==> src/rtl/time_pkg.sv <==
// Shared types and constants for the time-programming controller.
package time_pkg;

  typedef enum logic [1:0] {
    ST_EDIT  = 2'd0,
    ST_RUN   = 2'd1,
    ST_PAUSE = 2'd2,
    ST_DONE  = 2'd3
  } state_t;

  localparam logic [1:0] DIG_S  = 2'd0;
  localparam logic [1:0] DIG_TS = 2'd1;
  localparam logic [1:0] DIG_M  = 2'd2;
  localparam logic [1:0] DIG_TM = 2'd3;

  localparam logic [3:0] SEC_MAX  = 4'd9;
  localparam logic [3:0] TSEC_MAX = 4'd5;
  localparam logic [3:0] MIN_MAX  = 4'd9;

endpackage

==> src/rtl/bcd_digit_step.sv <==
// Combinational single-digit increment/decrement with wrap at 0 and max_val.
module bcd_digit_step (
  input  logic [3:0] digit,
  input  logic [3:0] max_val,
  input  logic       up,
  output logic [3:0] next_digit
);

  // Up wraps max->0, down wraps 0->max; no carry out.
  always_comb begin
    next_digit = digit;
    if (up) begin
      next_digit = (digit >= max_val) ? '0 : digit + 4'd1;
    end else begin
      next_digit = (digit == '0) ? max_val : digit - 4'd1;
    end
  end

endmodule

==> src/rtl/time_program.sv <==
// Button-driven editor for the BCD start time, plus run/pause/done control
// of the downstream countdown.
module time_program
  import time_pkg::*;
#(
  parameter logic [23:0] REPEAT_DELAY = 24'd5000000,
  parameter logic [23:0] REPEAT_RATE  = 24'd1000000,
  parameter logic [3:0]  TENS_MIN_MAX = 4'd9
) (
  input  logic       clk,
  input  logic       reset,
  input  logic       btn_sel,
  input  logic       btn_up,
  input  logic       btn_down,
  input  logic       btn_start,
  input  logic       count_zero,
  output logic [3:0] seconds_prog,
  output logic [3:0] tens_seconds_prog,
  output logic [3:0] minutes_prog,
  output logic [3:0] tens_minutes_prog,
  output logic [1:0] digit_sel,
  output logic       load,
  output logic       timer_on,
  output logic       alarm
);

  state_t state, next_state;

  logic prev_sel, prev_up, prev_down, prev_start, edge_en;
  logic sel_rise, up_rise, down_rise, start_rise;

  logic [3:0][3:0] digits;
  logic [3:0][3:0] stepped;
  logic            digits_zero;

  logic [23:0] rpt_cnt, rpt_cnt_next;
  logic        rpt_phase, rpt_phase_next;
  logic        step_req;

  logic load_next, timer_on_next, alarm_next;

  // edge_en masks the first cycle after reset so a button held through
  // reset release is captured into prev_* without producing a rise.
  assign sel_rise   = edge_en & btn_sel   & ~prev_sel;
  assign up_rise    = edge_en & btn_up    & ~prev_up;
  assign down_rise  = edge_en & btn_down  & ~prev_down;
  assign start_rise = edge_en & btn_start & ~prev_start;

  assign digits_zero = (digits == '0);

  assign seconds_prog      = digits[DIG_S];
  assign tens_seconds_prog = digits[DIG_TS];
  assign minutes_prog      = digits[DIG_M];
  assign tens_minutes_prog = digits[DIG_TM];

  bcd_digit_step u_step_s (
    .digit      (digits[DIG_S]),
    .max_val    (SEC_MAX),
    .up         (btn_up),
    .next_digit (stepped[DIG_S])
  );

  bcd_digit_step u_step_ts (
    .digit      (digits[DIG_TS]),
    .max_val    (TSEC_MAX),
    .up         (btn_up),
    .next_digit (stepped[DIG_TS])
  );

  bcd_digit_step u_step_m (
    .digit      (digits[DIG_M]),
    .max_val    (MIN_MAX),
    .up         (btn_up),
    .next_digit (stepped[DIG_M])
  );

  bcd_digit_step u_step_tm (
    .digit      (digits[DIG_TM]),
    .max_val    (TENS_MIN_MAX),
    .up         (btn_up),
    .next_digit (stepped[DIG_TM])
  );

  // Button history for edge detection.
  always_ff @(posedge clk or negedge reset) begin
    if (!reset) begin
      prev_sel   <= 1'b0;
      prev_up    <= 1'b0;
      prev_down  <= 1'b0;
      prev_start <= 1'b0;
      edge_en    <= 1'b0;
    end else begin
      prev_sel   <= btn_sel;
      prev_up    <= btn_up;
      prev_down  <= btn_down;
      prev_start <= btn_start;
      edge_en    <= 1'b1;
    end
  end

  // Auto-repeat: rpt_phase=0 waits REPEAT_DELAY after the press, then
  // rpt_phase=1 re-arms every REPEAT_RATE; the counter restarts at 1 on
  // each step so both intervals are plain compares.
  always_comb begin
    rpt_cnt_next   = rpt_cnt;
    rpt_phase_next = rpt_phase;
    step_req       = 1'b0;
    if (state != ST_EDIT || !(btn_up ^ btn_down)) begin
      rpt_cnt_next   = '0;
      rpt_phase_next = 1'b0;
    end else if (up_rise || down_rise) begin
      rpt_cnt_next   = 24'd1;
      rpt_phase_next = 1'b0;
      step_req       = 1'b1;
    end else if (rpt_cnt != '0) begin
      if (!rpt_phase && rpt_cnt == REPEAT_DELAY) begin
        step_req       = 1'b1;
        rpt_phase_next = 1'b1;
        rpt_cnt_next   = 24'd1;
      end else if (rpt_phase && rpt_cnt == REPEAT_RATE) begin
        step_req     = 1'b1;
        rpt_cnt_next = 24'd1;
      end else if (rpt_cnt != '1) begin
        rpt_cnt_next = rpt_cnt + 24'd1;
      end
    end
  end

  // Repeat counter register.
  always_ff @(posedge clk or negedge reset) begin
    if (!reset) begin
      rpt_cnt   <= '0;
      rpt_phase <= 1'b0;
    end else begin
      rpt_cnt   <= rpt_cnt_next;
      rpt_phase <= rpt_phase_next;
    end
  end

  // Digit editing; a start press in EDIT takes priority over any edit.
  always_ff @(posedge clk or negedge reset) begin
    if (!reset) begin
      digits    <= '0;
      digit_sel <= DIG_S;
    end else if (state == ST_EDIT && !start_rise) begin
      if (sel_rise) begin
        digit_sel <= digit_sel + 2'd1;
      end else if (step_req) begin
        digits[digit_sel] <= stepped[digit_sel];
      end
    end
  end

  // Next-state and registered-output decode.
  always_comb begin
    next_state = state;
    unique case (state)
      ST_EDIT: begin
        if (start_rise && !digits_zero) next_state = ST_RUN;
      end
      ST_RUN: begin
        if (count_zero)      next_state = ST_DONE;
        else if (start_rise) next_state = ST_PAUSE;
      end
      ST_PAUSE: begin
        if (start_rise)    next_state = ST_RUN;
        else if (sel_rise) next_state = ST_EDIT;
      end
      ST_DONE: begin
        if (start_rise) next_state = ST_EDIT;
      end
      default: next_state = ST_EDIT;
    endcase
    load_next     = (state == ST_EDIT) && (next_state == ST_RUN);
    timer_on_next = (next_state == ST_RUN) && !load_next;
    alarm_next    = (next_state == ST_DONE);
  end

  // State and output registers.
  always_ff @(posedge clk or negedge reset) begin
    if (!reset) begin
      state    <= ST_EDIT;
      load     <= 1'b0;
      timer_on <= 1'b0;
      alarm    <= 1'b0;
    end else begin
      state    <= next_state;
      load     <= load_next;
      timer_on <= timer_on_next;
      alarm    <= alarm_next;
    end
  end

endmodule

==> config.mk <==
export PLATFORM = sky130hd
export DESIGN_NAME = time_program
export DESIGN_NICKNAME = d
export VERILOG_FILES = /design/src/rtl/time_pkg.sv /design/src/rtl/bcd_digit_step.sv /design/src/rtl/time_program.sv
export SDC_FILE = /design/constraint.sdc
export NUM_CORES = 1
export LEC_CHECK = 0
export ABC_CLOCK_PERIOD_IN_PS = 6700
export CAP_MARGIN = 20
export CORE_ASPECT_RATIO = 2
export CORE_MARGIN = 1.5
export CORE_UTILIZATION = 65
export CTS_BUF_LIST = sky130_fd_sc_hd__clkbuf_4
export DETAILED_ROUTE_END_ITERATION = 8
export DONT_BUFFER_PORTS = 1
export GPL_ROUTABILITY_DRIVEN = 0
export PLACE_DENSITY = 0.82
export SLEW_MARGIN = 20
export SYNTH_ARGS = -nofsm -noshare
export SYNTH_HDL_FRONTEND = slang
export SYNTH_SLANG_ARGS = --single-unit
export TNS_END_PERCENT = 10
==> constraint.sdc <==
create_clock -name clk -period 6.7 [get_ports clk]
set_input_delay 1.34 -clock clk [delete_from_list [all_inputs] [get_ports clk]]
set_output_delay 1.34 -clock clk [all_outputs]
set_load 0.01 [all_outputs]
After elaboration in Yosys (flattened, before gate mapping)
Index checks and enable logic that the tools add are counted.
{"block": "word_totals", "reg_bits": 53, "latch_bits": 0, "ram_bits": 0, "rom_bits": 0, "input_bits": 7, "out_inout_bits": 21, "word_cells": 122, "memories": 0}
{"block": "op_classes", "addsub": 10, "mul": 0, "div": 0, "n_lt_le_gt_ge": 6, "eq_ne": 8, "shifts": 0, "n_mux": 39, "bitwise": 14, "reduce_logical": 29}
{"op": "two-way mux 24 bit", "n": 6}
{"op": "two-way mux 4 bit", "n": 14}
{"op": "adder 24 x 1 -> 24 bit (second input constant)", "n": 1}
{"op": "equality test 24 x 20 -> 1 bit (second input constant)", "n": 1}
{"op": "equality test 24 x 23 -> 1 bit (second input constant)", "n": 1}
{"op": "inequality test 24 bit (second input constant)", "n": 1}
{"op": "nonzero test 24 bit", "n": 1}
{"op": "adder 4 x 1 -> 4 bit (second input constant)", "n": 4}
{"op": "bitwise mux 16 bit", "n": 1}
{"op": "logical NOT 16 bit", "n": 1}
{"op": "logical NOT 4 bit", "n": 4}
{"op": "subtractor 4 x 1 -> 4 bit (second input constant)", "n": 4}
{"op": ">= comparator 4 bit (second input constant)", "n": 3}
{"op": "two-way mux 2 bit", "n": 6}
{"op": "two-way mux 1 bit", "n": 9}
{"op": "AND 1 bit", "n": 8}
{"op": "binary-select mux 4 bit (select 2 bit)", "n": 1}
{"op": "demux 4 bit (select 2 bit)", "n": 1}
{"op": "one-hot mux 2 bit (4 select lines)", "n": 1}
{"op": "logical AND 1 bit", "n": 7}
{"op": "equality test 2 bit (second input constant)", "n": 3}
{"op": "AND reduction 2 bit", "n": 3}
{"op": "nonzero test 3 bit", "n": 2}
{"op": "logical NOT 1 bit", "n": 5}
{"op": "12 further kinds", "n": 18}

Logic depth before layout (Yosys ltp)
Gate-level depths: netlist (run 1).
{"block": "depth", "ltp_word": 9, "depth_mapped": 10, "mapped_depth_nobuf": 8}

By module
From an unflattened synthesis (run 1), not the netlist that was laid out.
{"block": "hier_totals", "hier_cells": 443, "hier_area_um2": 3973.8}
{"mod": "time_program", "n_inst": 1, "cells_each": 283, "area_each_um2": 2832.7}
{"mod": "bcd_digit_step", "n_inst": 4, "cells_each": 40, "area_each_um2": 285.3}

Worst setup path after synthesis (run 1)
No wires, ideal clock.
{"block": "synth_path", "path_type": "input to register", "from": "input port btn_up", "to": "register rpt_cnt[15]", "t_arrival_ns": 2.903, "required_ns": 6.622, "path_slack_ns": 3.719, "path_stages": 7, "n_path_buf": 1, "cell_sequence": "clkbuf_1 -> or2b_2 -> a21boi_2 -> nor2_1 -> a21boi_1 -> or4_1 -> a21oi_1"}
{"block": "synth_via", "elab_chain_cells": 5}
{"item": "start: declaration", "line": "time_program.sv:13", "source": "input logic btn_up,"}
{"item": "AND 1 bit / XOR 1 bit (equally long branches)", "line": "time_program.sv:45, time_program.sv:108"}
{"item": "AND 1 bit / logical NOT 1 bit (equally long branches)", "line": "time_program.sv:45, time_program.sv:108"}
{"item": "logical OR 1 bit (on tied branches)", "line": "time_program.sv:111, time_program.sv:108"}
{"item": "nonzero test 5 bit (no source line) (tied with other cells)"}
{"item": "AND reduction 2 bit (no source line) / two-way mux 24 bit (equally long branches)"}
{"item": "end signal: assignment", "line": "time_program.sv:135", "source": "rpt_cnt <= rpt_cnt_next;"}
{"item": "end: declaration", "line": "time_program.sv:36", "source": "logic [23:0] rpt_cnt, rpt_cnt_next;"}
Parallel ways exist; a longest one is shown, timed or not.
A chain may end at the register's enable or synchronous reset.

Final worst setup path (run 1)
{"block": "layout_path", "from": "register digits (netlist bit seconds_prog[0])", "to": "register digits (netlist bit minutes_prog[2])"}
{"block": "layout_via", "elab_chain_cells": 6}
{"item": "start: declaration", "line": "time_program.sv:32", "source": "logic [3:0][3:0] digits;"}
{"item": "start signal: indexed assignment", "line": "time_program.sv:149", "source": "digits[digit_sel] <= stepped[digit_sel];"}
{"item": "subtractor 4 x 1 -> 4 bit (tied with other cells)", "line": "bcd_digit_step.sv:15", "source": "next_digit = (digit == '0) ? max_val : digit - 4'd1;"}
{"item": "two-way mux 4 bit (on tied branches)", "line": "bcd_digit_step.sv:15, bcd_digit_step.sv:13"}
{"item": "two-way mux 4 bit *", "line": "bcd_digit_step.sv:12", "source": "if (up) begin"}
{"item": "binary-select mux 4 bit (select 2 bit) *", "line": "time_program.sv:149"}
{"item": "two-way mux 4 bit (not written as such) *", "line": "time_program.sv:149"}
{"item": "bitwise mux 16 bit *", "line": "time_program.sv:149"}
Every way passes the cells marked *; elsewhere a longest branch is shown, timed or not. The select of a mux whose other input is x is not followed.

==> results.yml, run 1 <==
timing:
  slew_headroom_pct: 38.79
  rsz0062_at_grt: "false"
  worst_pin_slew_ns: 0.9182
  final-max-slew-violation-count: 0
  fmax_mhz: 351.7
  period_minus_slack_ns: 2.843
  hold_viol: 0
  fin_skew_ns: 0.01046
  hold_ws_ns: 0.5562
  timing.setup.tns_ns: 0
  min_period_over_period_pct: 42.44
  setup_violations: 0
critical_path:
  cp_slowest_stage_delay_ns: 0.78
  timing.rr.start: "seconds_prog[0]$_DFFE_PN0P_"
  critical_path.cell_chain: "inv_1 > ha_1 > or3b_2 > o221ai_1 > a221oi_1 > a211oi_1 > mux2_2"
  worstSetupEndpointType: "flop"
  startpoint_type: "flop"
  cp_top_family: "compound AO/OA/AOI/OAI gates"
  ff2ff_path_depth: 7
  worstSetupStartpoint: "seconds_prog[0]$_DFFE_PN0P_"
  cp.depth: 7
  crit_slowest_cell: "a211oi_1"
  path_class: "reg2reg"
  cp_max_fo: 8
  critPathRequiredTime_ns: 7.04
  path_buf_inv: 1
  cp.arrival_ns: 3.18
clock_tree:
  clk_latency_ns: 0.39
  cts_buffers: 5
  clockBufferDepth: 2
  cts_hold_buf: 0
  cts_tree: "built"
  path_clk_slew_ns: 0.15
  cts_resized: 0
  cts_setup_buffers: 0
  root_buffer: "clkbuf_4"
  htreeDepth: 2
  clock_sinks: 53
detailed_routing:
  num_vias: 3024
  drcViolationCount: 0
  ant_nets: 0
  viasPerCell: 6.661
  first_pass_iters: 5
  routedWlPerCell_um: 18.36
  initialDrtViolationCount: 262
  wirelength_um: 8335
synth:
  synth-edff-count: 0
  synth.largest_area_cell: "dfrtp_1"
  syn_avg_cell_area_um2: 9.096
  synth_nets: 425
  synth_top_area_share_pct: 36.82
  postSynth.asyncResetShare_pct: 100.0
  yosysUniqueCellTypes: 65
  synthTopCellsByArea: "dfrtp_1 (37%), ha_1 (7.6%), xnor2_1 (4.9%)"
  synthTopCellsByCount: "dfrtp_1 (53), nor2_1 (42), a21oi_1 (27)"
  synth.most_common_cell: "dfrtp_1"
  yosysWarningCount: 0
  ys_seq_area_share_pct: 36.82
  synth_area_um2: 3602
  synth-main-ff-cell: "dfrtp_1"
  synth-seq-cells: 53
  syn_inst: 396
finish:
  num-fill-cells: 431
  n_antenna_cell: 0
  fin_nets: 422
  syn2layout_area_growth_pct: 2.501
  fin_cells: 454
  drive_gt1_share_pct: 11.17
power_and_ir_drop:
  p_leak_nw: 1.480
  peakVddDrop_mv: 0.2202
  power_uw: 917.3
  p_per_area_nw_per_um2: 248.4
placement:
  place_inst: 446
  post-dp-hpwl_um: 6234
  portBuffers: 0
hold_path:
  min_path_cells: 1
  hold_path_startpoint: "state[1]$_DFF_PN0_"
  hold_class: "reg2reg"
grt:
  grt.overflow.total: 0
  grt_pass1_vias: 2952
  grtUsageTotal_pct: 29.11
  grt_max_degree: 54
  antenna_found_initial: 0
  grt_pass1_wl_um: 13630
status:
  status: "finished clean"
die:
  die_area_um2: 6025
  ios: 28
  die_x_um: 55.64
  start_util_pct: 67.05
  row_count: 38
  die_y_um: 108.3
  core_um2: 5373
run:
  drv_cap: 0
## per-layer routing
metal  track usage, %  wire [um]
met5                0          0
met3            3.469        318
met4            20.21        577
met2            54.59       4595
met1            28.98       2843
## kinds of logic after synthesis
family,after synthesis,share of synthesized area (%)
AO/OA/AOI/OAI,85,16.46
flip-flops,53,36.82
other,1,0.1041
multiplexers,13,4.064
AND/OR/NAND/NOR,163,25.43
buffers and inverters,37,4.133
XOR/XNOR,22,5.349
adder cells (fa/ha/maj),22,7.641
## final timing paths
check | slack [ns] | end
setup / recovery | 3.86 | minutes_prog[2]$_DFFE_PN0P_
hold / removal | 0.56 | load$_DFF_PN0_
setup reg to reg | 3.86 | minutes_prog[2]$_DFFE_PN0P_
hold reg to reg | 0.56 | load$_DFF_PN0_
max in group asynchronous | 5.97 | rpt_cnt[17]$_DFFE_PN0P_
min in group asynchronous | 0.62 | alarm$_DFF_PN0_
## cell usage in the layout (no fill, tap or decap), drive strengths merged, types with 3 or more instances in the layout
cell type,count
dfrtp,53
nor2,42
a21oi,27
inv,27
nand3,25
nand2,23
ha,22
xnor2,20
o21ai,14
mux2,13
nor3,11
nand2b,10
nor4,8
and3,7
or3,7
clkbuf,6
o22ai,5
a211oi,5
or3b,4
and4,4
or4,4
o31ai,3
o211ai,3
a31oi,3
nand3b,3
a311oi,3
or2b,3
## area by class of cell
class / instances / area [um2] / share of cell area, %
Inverter: 26 / 97.59 / 2.643
Sequential cell: 53 / 1326 / 35.92
Tap cell: 60 / 75.07 / 2.033
Clock buffer: 6 / 45.04 / 1.220
Timing Repair Buffer: 1 / 7.507 / 0.2033
Clock inverter: 2 / 13.76 / 0.3728
Multi-Input combinational cell: 306 / 2127 / 57.61
## registers in the layout, summed over array words and instances, names as in the netlist
| signal | flops |
|---|---|
| seconds_prog | 4 |
| prev_up | 1 |
| alarm | 1 |
| tens_minutes_prog | 4 |
| rpt_phase | 1 |
| minutes_prog | 4 |
| tens_seconds_prog | 4 |
| timer_on | 1 |
| rpt_cnt | 24 |
| load | 1 |
| edge_en | 1 |
| prev_sel | 1 |
| state | 2 |
| digit_sel | 2 |
| prev_start | 1 |
| prev_down | 1 |
## power by group
| group | total, mW | switching [mW] | internal [mW] |
|---|---|---|---|
| combinational | 0.325 | 0.182 | 0.143 |
| clock | 0.147 | 0.101 | 0.0462 |
| sequential | 0.446 | 0.0928 | 0.353 |
| total | 0.917 | 0.376 | 0.542 |
## per-stage QoR
stage | area, um2 | setup slack, ns | utilization (%)
after global routing | 3692 | 3.702 | 68.72
final | 3692 | 3.857 | 68.72
after detailed placement | 3633 | 3.451 | 67.63
after floorplan | 3602 | 3.719 | -
after CTS | 3692 | 3.872 | 68.72
after global placement | 3633 | 3.520 | 67.63
Power figures use the tool's default switching activity.
==> run 2, diff against run 1 <==
ABC_CLOCK_PERIOD_IN_PS = 2900   (was 6700)
clock period = 2.9 ns   (was 6.7 ns; I/O delays follow)
==> results.yml, run 2 (synthesis gave the netlist of run 1 again) <==
status:
  status: "finished clean"
finish:
  final_common_cell: "dfrtp_1"
  fin_cells: 465
  utilization_pct: 71.22
  design_area_um2: 3826
  num-fill-cells: 429
  n_antenna_cell: 0
  multi_input_area_um2: 2127
  regMostFlops: "rpt_cnt"
  fin_nets: 433
  syn2layout_area_growth_pct: 6.217
  largest_reg_flops: 24
  final-seq-area_um2: 1326
  mostFrequentLayoutCells: "dfrtp_1 (53), nor2_1 (42), a21oi_1 (27)"
  drive_gt1_share_pct: 13.33
grt:
  antenna_found_initial: 0
  grt_pass1_wl_um: 13990
  grt_max_degree: 54
  grtUsageTotal_pct: 30.23
  grt_pass1_vias: 3079
  grt.overflow.total: 0
timing:
  period_minus_slack_ns: 2.672
  fmax_mhz: 374.2
  final-max-slew-violation-count: 0
  rsz0062_at_grt: "false"
  fin_skew_ns: 0.01736
  min_period_over_period_pct: 92.14
  worst_pin_slew_ns: 0.5858
  slew_headroom_pct: 60.83
  hold_viol: 0
  timing.setup.tns_ns: 0
  setup_violations: 0
power_and_ir_drop:
  p_seq_share_pct: 42.4
  p_clk_share_pct: 19.2
  pwr-share-comb_pct: 38.4
  p_leak_nw: 1.552
  switchingPower_uw: 926.0
  peakVddDrop_mv: 0.4657
  p_int_mw: 1.391
  p_sw_share_pct: 39.96
  p_per_area_nw_per_um2: 605.6
detailed_routing:
  ant_nets: 0
  routedWlPerCell_um: 18.26
  dr.max_layer_used: "met4"
  first_pass_iters: 4
  wl_met1_um: 2853
  wirelength_um: 8493
  drcViolationCount: 0
  dr_wl_met2_um: 4738
  viasPerCell: 6.585
  initialDrtViolationCount: 178
  num_vias: 3062
  dr_wl_met3_um: 327
clock_tree:
  path_clk_slew_ns: 0.17
  cts_resized: 0
  htreeDepth: 2
  cts_setup_buffers: 0
  cts_buffers: 5
  clock_sinks: 53
  root_buffer: "clkbuf_4"
  clockBufferDepth: 2
  cts_tree: "built"
  clk_latency_ns: 0.41
placement:
  post-dp-hpwl_um: 6467
  placedInstanceArea_um2: 3701
  place_inst: 455
  portBuffers: 0
die:
  start_util_pct: 67.05
  core_um2: 5373
  die_x_um: 55.64
  row_count: 38
  die_area_um2: 6025
  ios: 28
  die_y_um: 108.3
critical_path:
  critPathRequiredTime_ns: 3.26
  startpoint_type: "flop"
  path_class: "reg2reg"
  worstSetupEndpointType: "flop"
  cp_max_fo: 7
  cp.arrival_ns: 3.04
run:
  drv_cap: 0
hold_path:
  hold_class: "in2reg"
[run 2: worst max-delay path: stages, from the launching register on]
cell and delay [ns]:
dfrtp_1 0.56, inv_1 0.17, ha_1 0.27, or4_1 0.40, nor3_1 0.14, a31oi_1 0.06, o311a_1 0.14, o32ai_1 0.51
buf_4 0.23, mux2_2 0.14
[run 2: routing by layer]
layer / up-vias / track usage (%)
li1: 1442 / -
met1: 1484 / 28.14
met2: 94 / 56.63
met3: 42 / 4.785
met4: 0 / 23.69
met5: - / 0
[run 2: layout make-up]
class | count | share of cell area [%]
multi-input combinational | 306 | 55.59
sequential | 53 | 34.66
timing repair buffer | 12 | 2.943
inverter | 26 | 2.551
tap | 60 | 1.962
clock inverter | 3 | 1.308
clock buffer | 5 | 0.9810
[run 2: what timing repair did]
action / CTS / global route
setup endpoints to repair: 0 / 0
hold endpoints to repair: 53 / 0
hold buffers: 2 / 0
[run 2: through the flow]
| stage | power (mW) | hold slack [ns] | setup slack, ns |
|---|---|---|---|
| final | 2.317 | 0.1724 | 0.2278 |
| after global routing | 2.458 | 0.1350 | 0.1273 |
| after CTS | 2.323 | 0.1598 | 0.2816 |
| after detailed placement | 1.856 | 0.2856 | 0.3144 |
| after global placement | 1.833 | 0.2855 | 0.3855 |
| after floorplan | 1.575 | 0.2844 | 0.4951 |
[run 2: power groups by stage]
stage	Sequential, mW	Clock (mW)	Combinational [mW]
detailed placement	0.996	0	0.861
finish	0.983	0.444	0.890
global route	0.998	0.484	0.975
floorplan	0.960	0	0.615
CTS	0.981	0.458	0.884
global placement	0.992	0	0.840
[run 2: worst paths after layout]
path	from	to	slack (ns)	cells after the start
hold reg to reg	state[1]$_DFF_PN0_	load$_DFF_PN0_	0.56	1
min in group asynchronous	reset	timer_on$_DFF_PN0_	0.65	2
setup / recovery	tens_seconds_prog[0]$_DFFE_PN0P_	tens_minutes_prog[3]$_DFFE_PN0P_	0.23	9
setup reg to reg	tens_seconds_prog[0]$_DFFE_PN0P_	tens_minutes_prog[3]$_DFFE_PN0P_	0.23	9
hold / removal	btn_down	prev_down$_DFF_PN0_	0.17	0
max in group asynchronous	reset	rpt_cnt[15]$_DFFE_PN0P_	2.01	2
==> run 3, diff against run 2 <==
ABC_AREA = 1   (was unset)
==> results.yml, run 3 <==
grt:
  grt_max_degree: 54
  grtUsageTotal_pct: 36.44
  grt_pass1_wl_um: 18110
  grt.overflow.total: 0
  grt_pass1_vias: 4007
  antenna_found_initial: 0
finish:
  fin_nets: 590
  num-fill-cells: 526
  utilization_pct: 70.69
  syn2layout_area_growth_pct: 3.797
  final_common_cell: "nand2_1"
  n_antenna_cell: 0
  fin_cells: 623
  largest_reg_flops: 24
  regMostFlops: "rpt_cnt"
  design_area_um2: 4070
  mostFrequentLayoutCells: "nand2_1 (134), nand3_1 (67), inv_1 (65)"
  drive_gt1_share_pct: 6.584
detailed_routing:
  viasPerCell: 6.241
  drcViolationCount: 0
  wirelength_um: 10810
  routedWlPerCell_um: 17.35
  initialDrtViolationCount: 364
  num_vias: 3888
  first_pass_iters: 5
  ant_nets: 0
synth:
  yosysUniqueCellTypes: 39
  synth-edff-count: 0
  yosysWarningCount: 0
  synthTopCellsByArea: "dfrtp_1 (34%), nand2_1 (13%), nand3_1 (8.6%)"
  synth_nets: 587
  synth_top_area_share_pct: 33.82
  synth-seq-cells: 53
  synth_area_um2: 3921
  synth.most_common_cell: "nand2_1"
  postSynth.asyncResetShare_pct: 100.0
  synth.largest_area_cell: "dfrtp_1"
  synthTopCellsByCount: "nand2_1 (134), nand3_1 (67), inv_1 (65)"
  syn_avg_cell_area_um2: 7.027
  syn_inst: 558
  ys_seq_area_share_pct: 33.82
  synth-main-ff-cell: "dfrtp_1"
clock_tree:
  path_clk_slew_ns: 0.16
  htreeDepth: 2
  clock_sinks: 53
  clockBufferDepth: 2
  clk_latency_ns: 0.41
  cts_tree: "built"
  cts_resized: 0
  cts_buffers: 5
  root_buffer: "clkbuf_4"
hold_path:
  hold_class: "in2reg"
  hold_path_startpoint: "btn_up"
  min_path_cells: 0
  holdPathEnd: "prev_up$_DFF_PN0_"
critical_path:
  reg2reg_to: "minutes_prog[3]$_DFFE_PN0P_"
  ff2ff_setup_slack_ns: 0.81
  startpoint_type: "flop"
  worst_path_most_repeated_cell: "nand2_1"
  critPathRequiredTime_ns: 3.24
  cp.arrival_ns: 2.43
  path_class: "reg2reg"
  crit_slowest_cell: "dfrtp_1"
  worstSetupEndpointType: "flop"
  cp_slowest_stage_delay_ns: 0.53
  critical_path.cell_chain: "inv_1 > ha_1 > inv_1 > nand3_1 > nand2_1 > nand2_1 > or2_1 > nand3_1 > nand3_1 > nand2_1 > nand2_1 > nand2_1"
  ff2ff_path_depth: 12
  timing.rr.start: "tens_minutes_prog[1]$_DFFE_PN0P_"
  cp_max_fo: 5
timing:
  rsz0062_at_grt: "false"
  timing.setup.tns_ns: 0
  setup_violations: 0
  period_minus_slack_ns: 2.092
  min_period_over_period_pct: 72.15
  final-max-slew-violation-count: 0
  fmax_mhz: 478.0
  fin_skew_ns: 0.02214
  hold_viol: 0
die:
  die_area_um2: 6536
  ios: 28
  core_um2: 5758
  start_util_pct: 68.10
  die_x_um: 57.92
  die_y_um: 112.8
  row_count: 39
status:
  status: "finished clean"
placement:
  post-dp-hpwl_um: 8534
  place_inst: 613
  portBuffers: 0
  placedInstanceArea_um2: 3974
power_and_ir_drop:
  p_per_area_nw_per_um2: 614.3
  p_leak_nw: 1.964
  power_mw: 2.500
  peakVddDrop_mv: 0.5649
run:
  drv_cap: 0
run 3: power by group:
| group | switching (mW) | internal (mW) |
|---|---|---|
| combinational | 0.706 | 0.335 |
| sequential | 0.253 | 0.857 |
| clock | 0.253 | 0.0964 |
run 3: logic make-up (layout without fill, tap and decap cells):
kind of cell               count (synthesis)  after routing  share of synthesized area (%)
AOI/OAI and AO/OA                         74             74                          10.47
xor gates and xnor gates                  10             10                          2.234
other                                      1              1                        0.09563
adders and majority gates                 22             22                          7.020
and+or+nand+nor                          321            321                          38.67
buffers and inverters                     77             81                          7.690
DFF                                       53             53                          33.82
run 3: worst max path at each step:
stage                                      from                          end  slack, ns  depth (start not counted)
2_1_floorplan            rpt_cnt[0]$_DFFE_PN0P_  minutes_prog[3]$_DFFE_PN0P_       1.27                          9
3_3_place_gp             rpt_cnt[0]$_DFFE_PN0P_  seconds_prog[3]$_DFFE_PN0P_       0.96                          9
3_5_place_dp   tens_minutes_prog[1]$_DFFE_PN0P_  minutes_prog[3]$_DFFE_PN0P_       0.92                         12
4_1_cts        tens_minutes_prog[1]$_DFFE_PN0P_  minutes_prog[3]$_DFFE_PN0P_       0.87                         12
5_1_grt                 rpt_cnt[17]$_DFFE_PN0P_      rpt_cnt[10]$_DFFE_PN0P_       0.55                          7
6_report       tens_minutes_prog[1]$_DFFE_PN0P_  minutes_prog[3]$_DFFE_PN0P_       0.81                         12
run 3: cell type report:
cell class                 instances  area, um2  share of cell area [%]
tap                               61      76.32                   1.875
inverter                          68      255.2                   6.271
clock buffer                       5      37.54                  0.9222
sequential                        53       1326                   32.59
timing repair buffer               5      60.06                   1.476
clock inverter                     3      21.27                  0.5226
multi-input combinational        428       2293                   56.35
run 3: stage by stage:
step	worst slack, ns	hold WS (ns)
2_1_floorplan	1.265	0.2844
3_5_place_dp	0.9234	0.2856
5_1_grt	0.5534	0.1466
6_report	0.8077	0.1786
3_3_place_gp	0.9552	0.2857
4_1_cts	0.8748	0.0004579
run 3: routing by layer:
layer	GRT usage, %	part of all wire [%]	wire (um)	up-vias
met5	0	0	0	-
met4	30.85	9.7	1046	0
met3	5.829	4.7	505	81
met2	66.36	55	5921	191
met1	32.86	31	3338	1783
li1	-	-	-	1833
run 3: what timing repair did:
item                                   CTS  global route
buffers inserted                         0             0
endpoints found under the hold margin   53             6
hold buffers                             1             1
run 3: critical path, delay by kind of cell (launching register included):
kind	cells	cell delay, ns
flops	1	0.53
fa+ha+maj	1	0.21
buf+inv	2	0.21
simple gates	9	1.08
